File: src/rtl/mem_stage_lsu.sv
// Memory-stage load/store unit: a single-outstanding data-memory bus master with
// lane steering, misalignment detection, a wait timeout and a stall-cycle counter.
module mem_stage_lsu #(
  parameter int TIMEOUT = 255
) (
  input  logic        clk,
  input  logic        rst,
  input  logic [31:0] ALUResultM,
  input  logic [31:0] WriteDataM,
  input  logic        MemReadM,
  input  logic        MemWriteM,
  input  logic [2:0]  funct3M,
  output logic        dmem_req,
  output logic        dmem_we,
  output logic [31:0] dmem_addr,
  output logic [3:0]  dmem_be,
  output logic [31:0] dmem_wdata,
  input  logic        dmem_gnt,
  input  logic        dmem_rvalid,
  input  logic [31:0] dmem_rdata,
  output logic [31:0] ReadData,
  output logic        StallM,
  output logic        MisalignM,
  output logic        BusErrM,
  output logic [31:0] StallCount
);

  localparam int CW = (TIMEOUT > 255) ? $clog2(TIMEOUT + 1) : 8;
  localparam bit TO_EN = (TIMEOUT != 0);
  localparam logic [CW-1:0] TO_LAST = CW'(TIMEOUT - 1);

  typedef enum logic [1:0] {
    IDLE    = 2'b00,
    REQ     = 2'b01,
    WAIT_RD = 2'b10
  } state_t;

  state_t        state_r;
  state_t        nextState_s;
  logic [CW-1:0] waitCnt_r;
  logic [31:0]   stallCount_r;
  logic          op_s;
  logic          mis_s;
  logic          access_s;
  logic          timeout_s;
  logic          req_s;
  logic          stall_s;
  logic          busErr_s;
  logic          misalign_s;
  logic [31:0]   readData_s;

  function automatic logic [3:0] laneEnable(input logic [1:0] size, input logic [1:0] offset);
    logic [3:0] be;
    case (size)
      2'b00:   be = 4'b0001 << offset;
      2'b01:   be = 4'b0011 << offset;
      default: be = 4'b1111;
    endcase
    return be;
  endfunction

  function automatic logic [31:0] laneData(input logic [1:0] size, input logic [31:0] data);
    logic [31:0] d;
    case (size)
      2'b00:   d = {4{data[7:0]}};
      2'b01:   d = {2{data[15:0]}};
      default: d = data;
    endcase
    return d;
  endfunction

  assign op_s      = MemReadM | MemWriteM;
  assign mis_s     = ((funct3M[1:0] == 2'b10) && (ALUResultM[1:0] != 2'b00)) ||
                     ((funct3M[1:0] == 2'b01) && ALUResultM[0]);
  assign access_s  = op_s & ~mis_s;
  // The counter value in the k-th wait cycle is k-1, so the abort lands in wait cycle TIMEOUT.
  assign timeout_s = TO_EN && (waitCnt_r == TO_LAST);

  // Next-state and bus/pipeline control decode.
  always_comb begin
    nextState_s = state_r;
    req_s       = 1'b0;
    stall_s     = 1'b0;
    busErr_s    = 1'b0;
    misalign_s  = 1'b0;
    readData_s  = 32'h0000_0000;
    if (rst) begin
      nextState_s = IDLE;
    end else begin
      case (state_r)
        IDLE: begin
          if (access_s) begin
            req_s = 1'b1;
            if (dmem_gnt) begin
              nextState_s = MemWriteM ? IDLE : WAIT_RD;
              stall_s     = ~MemWriteM;
            end else begin
              nextState_s = REQ;
              stall_s     = 1'b1;
            end
          end else begin
            misalign_s = op_s & mis_s;
          end
        end
        REQ: begin
          req_s = 1'b1;
          if (dmem_gnt) begin
            nextState_s = MemWriteM ? IDLE : WAIT_RD;
            stall_s     = ~MemWriteM;
          end else if (timeout_s) begin
            nextState_s = IDLE;
            busErr_s    = 1'b1;
          end else begin
            stall_s = 1'b1;
          end
        end
        WAIT_RD: begin
          if (dmem_rvalid) begin
            nextState_s = IDLE;
            readData_s  = dmem_rdata;
          end else if (timeout_s) begin
            nextState_s = IDLE;
            busErr_s    = 1'b1;
          end else begin
            stall_s = 1'b1;
          end
        end
        default: begin
          nextState_s = IDLE;
        end
      endcase
    end
  end

  // State, wait counter and saturating stall counter.
  always_ff @(posedge clk) begin
    if (rst) begin
      state_r      <= IDLE;
      waitCnt_r    <= '0;
      stallCount_r <= 32'h0000_0000;
    end else begin
      state_r <= nextState_s;
      if (nextState_s != state_r) begin
        waitCnt_r <= '0;
      end else if (waitCnt_r != {CW{1'b1}}) begin
        waitCnt_r <= waitCnt_r + CW'(1);
      end else begin
        waitCnt_r <= waitCnt_r;
      end
      if (stall_s && (stallCount_r != 32'hFFFF_FFFF)) begin
        stallCount_r <= stallCount_r + 32'd1;
      end else begin
        stallCount_r <= stallCount_r;
      end
    end
  end

  // Address/lanes come straight from the M stage; StallM holds them steady while in REQ.
  assign dmem_req   = req_s;
  assign dmem_we    = req_s & MemWriteM;
  assign dmem_addr  = {ALUResultM[31:2], 2'b00};
  assign dmem_be    = MemWriteM ? laneEnable(funct3M[1:0], ALUResultM[1:0]) : 4'b1111;
  assign dmem_wdata = laneData(funct3M[1:0], WriteDataM);
  assign ReadData   = readData_s;
  assign StallM     = stall_s;
  assign MisalignM  = misalign_s;
  assign BusErrM    = busErr_s;
  assign StallCount = stallCount_r;

endmodule
File: config.mk
export PLATFORM = sky130hd
export DESIGN_NAME = mem_stage_lsu
export DESIGN_NICKNAME = d
export VERILOG_FILES = /design/src/rtl/mem_stage_lsu.sv
export SDC_FILE = /design/constraint.sdc
export NUM_CORES = 1
export LEC_CHECK = 0
export CORE_MARGIN = 2
export CORE_UTILIZATION = 32
export DETAILED_ROUTE_END_ITERATION = 10
export PLACE_DENSITY = 0.77
export SLEW_MARGIN = 20
export SYNTH_ARGS = -nofsm -noshare
export SYNTH_HDL_FRONTEND = slang
export SYNTH_SLANG_ARGS = --single-unit
File: constraint.sdc
create_clock -name clk -period 2.1 [get_ports clk]
set_input_delay 0.42 -clock clk [delete_from_list [all_inputs] [get_ports clk]]
set_output_delay 0.42 -clock clk [all_outputs]
set_load 0.02 [all_outputs]
=== Word-level counts from Yosys, hierarchy flattened ===
Index checks and enable logic that the tools add are counted.

* Bits in registers: 42

* Add/sub/neg operators: 2
* Reductions and logical operators: 8
* Shifts and indexed selects: 2
* Bitwise operators: 6
* Eq/ne operators: 8
* Mux-type cells: 32

{| class="wikitable"
|+ Operators with widths
! operator !! number
|-
| 32-bit 2-to-1 mux || 3
|-
| 32-bit one-hot mux with 2 select lines || 1
|-
| 32-bit by 1-bit adder with 32-bit output, second input constant || 1
|-
| 32-bit != test, second input constant || 1
|-
| 1-bit 2-to-1 mux || 15
|-
| 2-bit 2-to-1 mux || 7
|-
| 8-bit by 1-bit adder with 8-bit output, second input constant || 1
|-
| 8-bit == test, second input constant || 1
|-
| 8-bit != test, second input constant || 1
|-
| 4-bit one-hot mux with 2 select lines || 1
|-
| 2-bit one-hot mux with 3 select lines || 1
|-
| 2-bit by 1-bit == test with 1-bit output, second input constant || 2
|-
| 2-bit == test, second input constant || 2
|-
| 2-bit logical NOT || 2
|-
| 4-bit 2-to-1 mux || 1
|-
| 1-bit one-hot mux with 2 select lines || 2
|-
| 1-bit by 2-bit left shift with 4-bit output, first input constant || 1
|-
| 2-bit by 2-bit left shift with 4-bit output, first input constant || 1
|-
| 1-bit AND || 3
|-
| 1-bit logical AND || 3
|-
| 1-bit one-hot mux with 3 select lines || 1
|-
| 2-bit != test || 1
|-
| 1-bit inverter || 2
|-
| 2-bit nonzero test || 1
|-
| other kinds (3) || 3
|}

=== Logic depth before layout (Yosys ltp) ===
* Word-level depth: 10
* Mapped depth: 9
* Gate-level depth less buffers: 8

=== Worst setup path before layout ===
Ideal clock, no wire load.

* Kind: register to output
* Start: register state_r[1]
* End: output port StallM
* Arrival: 1709 ps
* Path buffers: 1
* Data required time: 1680 ps
* Cell stages (with the launch flop): 8
* Setup slack: -29 ps
* Cell sequence: dfxtp_1 > inv_1 > ha_1 > and3b_1 > nor3_1 > o32a_2 > buf_2 > inv_1

* Word-level cells in the longest chain between the ends: 3
* Elaborated cells on any way between the ends: 5

{| class="wikitable"
|+ RTL lines
! item !! RTL line !! source
|-
| start, declared || 38 || <nowiki>state_t state_r;</nowiki>
|-
| start signal, assigned || 142 || <nowiki>state_r <= nextState_s;</nowiki>
|-
| 2-bit == test (tied with other cells) || 90 || <nowiki>case (state_r)</nowiki>
|-
| 1-bit one-hot mux with 3 select lines (*) || 90 ||
|-
| 1-bit 2-to-1 mux (*) || 87 || <nowiki>if (rst) begin</nowiki>
|-
| end, declared || 22 || <nowiki>output logic StallM,</nowiki>
|}

Mark *: on every way between the ends. The rest lies on a longest branch, timed or not.

=== Worst setup path in the final report ===
Ends and elaborated chain as after synthesis.

==> impl_metrics.toml <==
[run_status]
outcome = "complete, but fails checks"
violations = "setup timing"

[cells_and_area]
drive_above_1_share_pct = 31.51
num-nets-final = 752
final_area_sq_mm = 0.005798
final_cells = 777
area_growth_pct = 69.25
utilization_pct = 55.91
diodes = 0

[placed_design]
place.gp.congestion = 0.8910
dpl.hpwl_um = 8927
port_buffers = 178
dp_cells = 761
place_area_sq_mm = 0.005515

[floorplan]
rows = 37
die_w_um = 107.5
io_pins = 242
core_sq_mm = 0.01037
start_util_pct = 33.04
die_y_um = 107.5
design.die.area_sq_mm = 0.01155

[worst_hold_path]
hold_path.class = "reg -> reg"
hold_path_startpoint = "StallCount[31]"

[logic_synthesis]
avgSynthCellArea_sq_um = 7.786
synth_flop_cell = "dfxtp_1"
syn_inst = 440
yosysUniqueCellTypes = 52
synth_top_area_share_pct = 24.54
synth_common_cells = "buf_4 (42), dfxtp_1 (42), and2_1 (35), a21oi_1 (34), nand2_1 (32)"
async_flop_share_pct = 0
synthTopCellsByArea = "dfxtp_1 (25%), buf_4 (9.2%), and2_1 (6.4%)"
synth_edf_count = 0
ys_ff_latch = 42
synthesis.area_sq_mm = 0.003426
seq_area_frac_synth_pct = 24.54
ys.warnings.count = 0
synth.largest_area_cell = "dfxtp_1"

[setup_path]
crit_fanout = 5
crit_type = "reg -> out"
cp_common_cell = "inv_4"
end_kind = "output port"
required_ps = 1680
slowest_stage = "dfxtp_4"
setup.worst_path.start = "state_r[1]"
crit_chain = "inv_4 > ha_4 > and3b_2 > nor3_4 > o32a_4 > inv_4 > buf_6"
critPathMaxStageDelay_ps = 410
critPathLaunchType = "register"
cp_data_arrival_time_ps = 1700
critPathBufInv = 3
timing.rr.start = "state_r[1]"
cpLargestDelayFamily = "flip-flops"

[timing]
period_minus_slack_ps = 2121
rsz0062_at_grt = "yes"
tns_ps = -21.23
final-max-slew-violation-count = 0
hold_ws_ps = 511.7
hold_violations = 0
post-route-period-util_pct = 101.0
finalSetupViolations = 1
clock_skew_ps = 10.99
fmax_mhz = 471.4
finalWorstSetupSlack_ps = -21.23

[detailed_routing]
drtIter0Drc = 104
vias_per_cell = 5.335
dr_total_vias = 4145
wl_per_cell_um = 15.67
dr.pass1.iters = 4
drt_wl_total_um = 12180
antenna_left = 0
drc = 0

[clock_network]
cts.sink_count = 42
clkTransAtPathRegs_ps = 100
h-tree-depth = 2
worstSkewPairLatency_ps = 310
ctsRootBufferMaster = "clkbuf_8"
cts-buffers-inserted = 5
cts_tree = "yes"
cts_buffer_depth = 2

[pwr]
power.share.combinational_pct = 35.9
ir_worst_vdd_mv = 0.2700
switchingPower_uw = 709.7
clockPowerShare_pct = 26.0
power.density_mw_per_mm2 = 374.5
p_seq_share_pct = 38.1
switching_share_pct = 32.68
power.leakage_nw = 2.333
p_int_mw = 1.462

[run]
cap_violations = 0

[global_route]
grt_max_degree = 32
grt_pass1_wl_um = 19100
grt_pass1_vias = 4026
global_route.usage.total_pct = 20.13
gr-total-overflow = 0
antenna_found_initial = 0
-- final cells by class --
class / instances / area (sq um)
Clock buffer: 5 / 68.82
Clock inverter: 3 / 25.02
Fill cell: 952 / 4572
Inverter: 13 / 56.30
Multi-Input combinational cell: 323 / 2351
Sequential cell: 42 / 853.3
Tap cell: 136 / 170.2
Timing Repair Buffer: 255 / 2273
-- worst reg2reg max path, stage by stage (launching register included) --
cell and delay (ps):
dfxtp_4 390, ha_4 180, nor2_4 120, buf_4 140, o21ai_2 70, o32a_4 260
buf_12 180, or4_1 540, a21oi_2 130
-- power by group through the flow --
stage,clock network [mW],registers [mW],logic (mW)
after floorplan,0,0.848,0.402
after global placement,0,0.839,0.708
after detailed placement,0,0.839,0.723
after CTS,0.580,0.827,0.750
after global routing,0.612,0.829,0.835
final,0.564,0.827,0.780
-- flip-flops by register name, indices dropped and copies added, names as in the netlist --
signal,cells
StallCount,32
state_r,2
waitCnt_r,8
-- final timing paths --
check / to / slack, ps / depth (start not counted)
setup reg to reg: StallCount[21] / 30 / 8
hold reg to reg: StallCount[31] / 510 / 2
setup / recovery: StallM / -20 / 7
hold / removal: StallCount[31] / 510 / 2
-- routing by layer --
metal,global-route usage [%],vias up,part of all wire (%),wire length [um]
met5,0,-,0,0
met4,7.051,0,2.4,292
met3,4.419,34,5.9,716
met2,36.35,130,51,6226
met1,23.29,1986,41,4943
li1,-,1995,-,-
-- cells by family after synthesis --
group	Yosys count	synth area share, %
AND/OR/NAND/NOR	179	30.20
adder cells (fa/ha/maj)	7	2.556
flip-flops	42	24.54
AO/OA/AOI/OAI	104	19.54
buffers and inverters	76	13.59
multiplexers	26	8.181
XOR/XNOR	5	1.279
other	1	0.1095
-- metrics by stage --
stage                     setup slack (ps)  total power [mW]
after global placement              -734.2             1.547
final                               -21.23             2.172
after floorplan                      15.34             1.250
after CTS                           -16.08             2.157
after detailed placement            -749.2             1.563
after global routing                -101.4             2.276
-- cell usage in the layout, fill, tap and decap left out, types with 6 or more instances in the layout --
cell type / n
a21oi_1: 22
a21oi_2: 11
and2_1: 35
and4_1: 6
buf_2: 31
buf_4: 78
buf_6: 7
clkdlybuf4s50_1: 100
dfxtp_1: 36
dlygate4sd2_1: 24
inv_1: 9
mux2_2: 16
mux2i_1: 10
nand2_1: 31
nand3_1: 14
nand4_1: 12
nor2_1: 12
nor3_1: 14
o21ai_0: 17
o31ai_1: 23
or4_1: 20
-- what timing repair did --
item                       4_1_cts  5_1_grt
pin swaps                       12       14
hold buffers                     0        0
setup endpoints to repair      106       49
buffers inserted                 3        3
gates cloned                     2        0
gates resized for setup        268       43
Power figures use the tool's default switching activity.
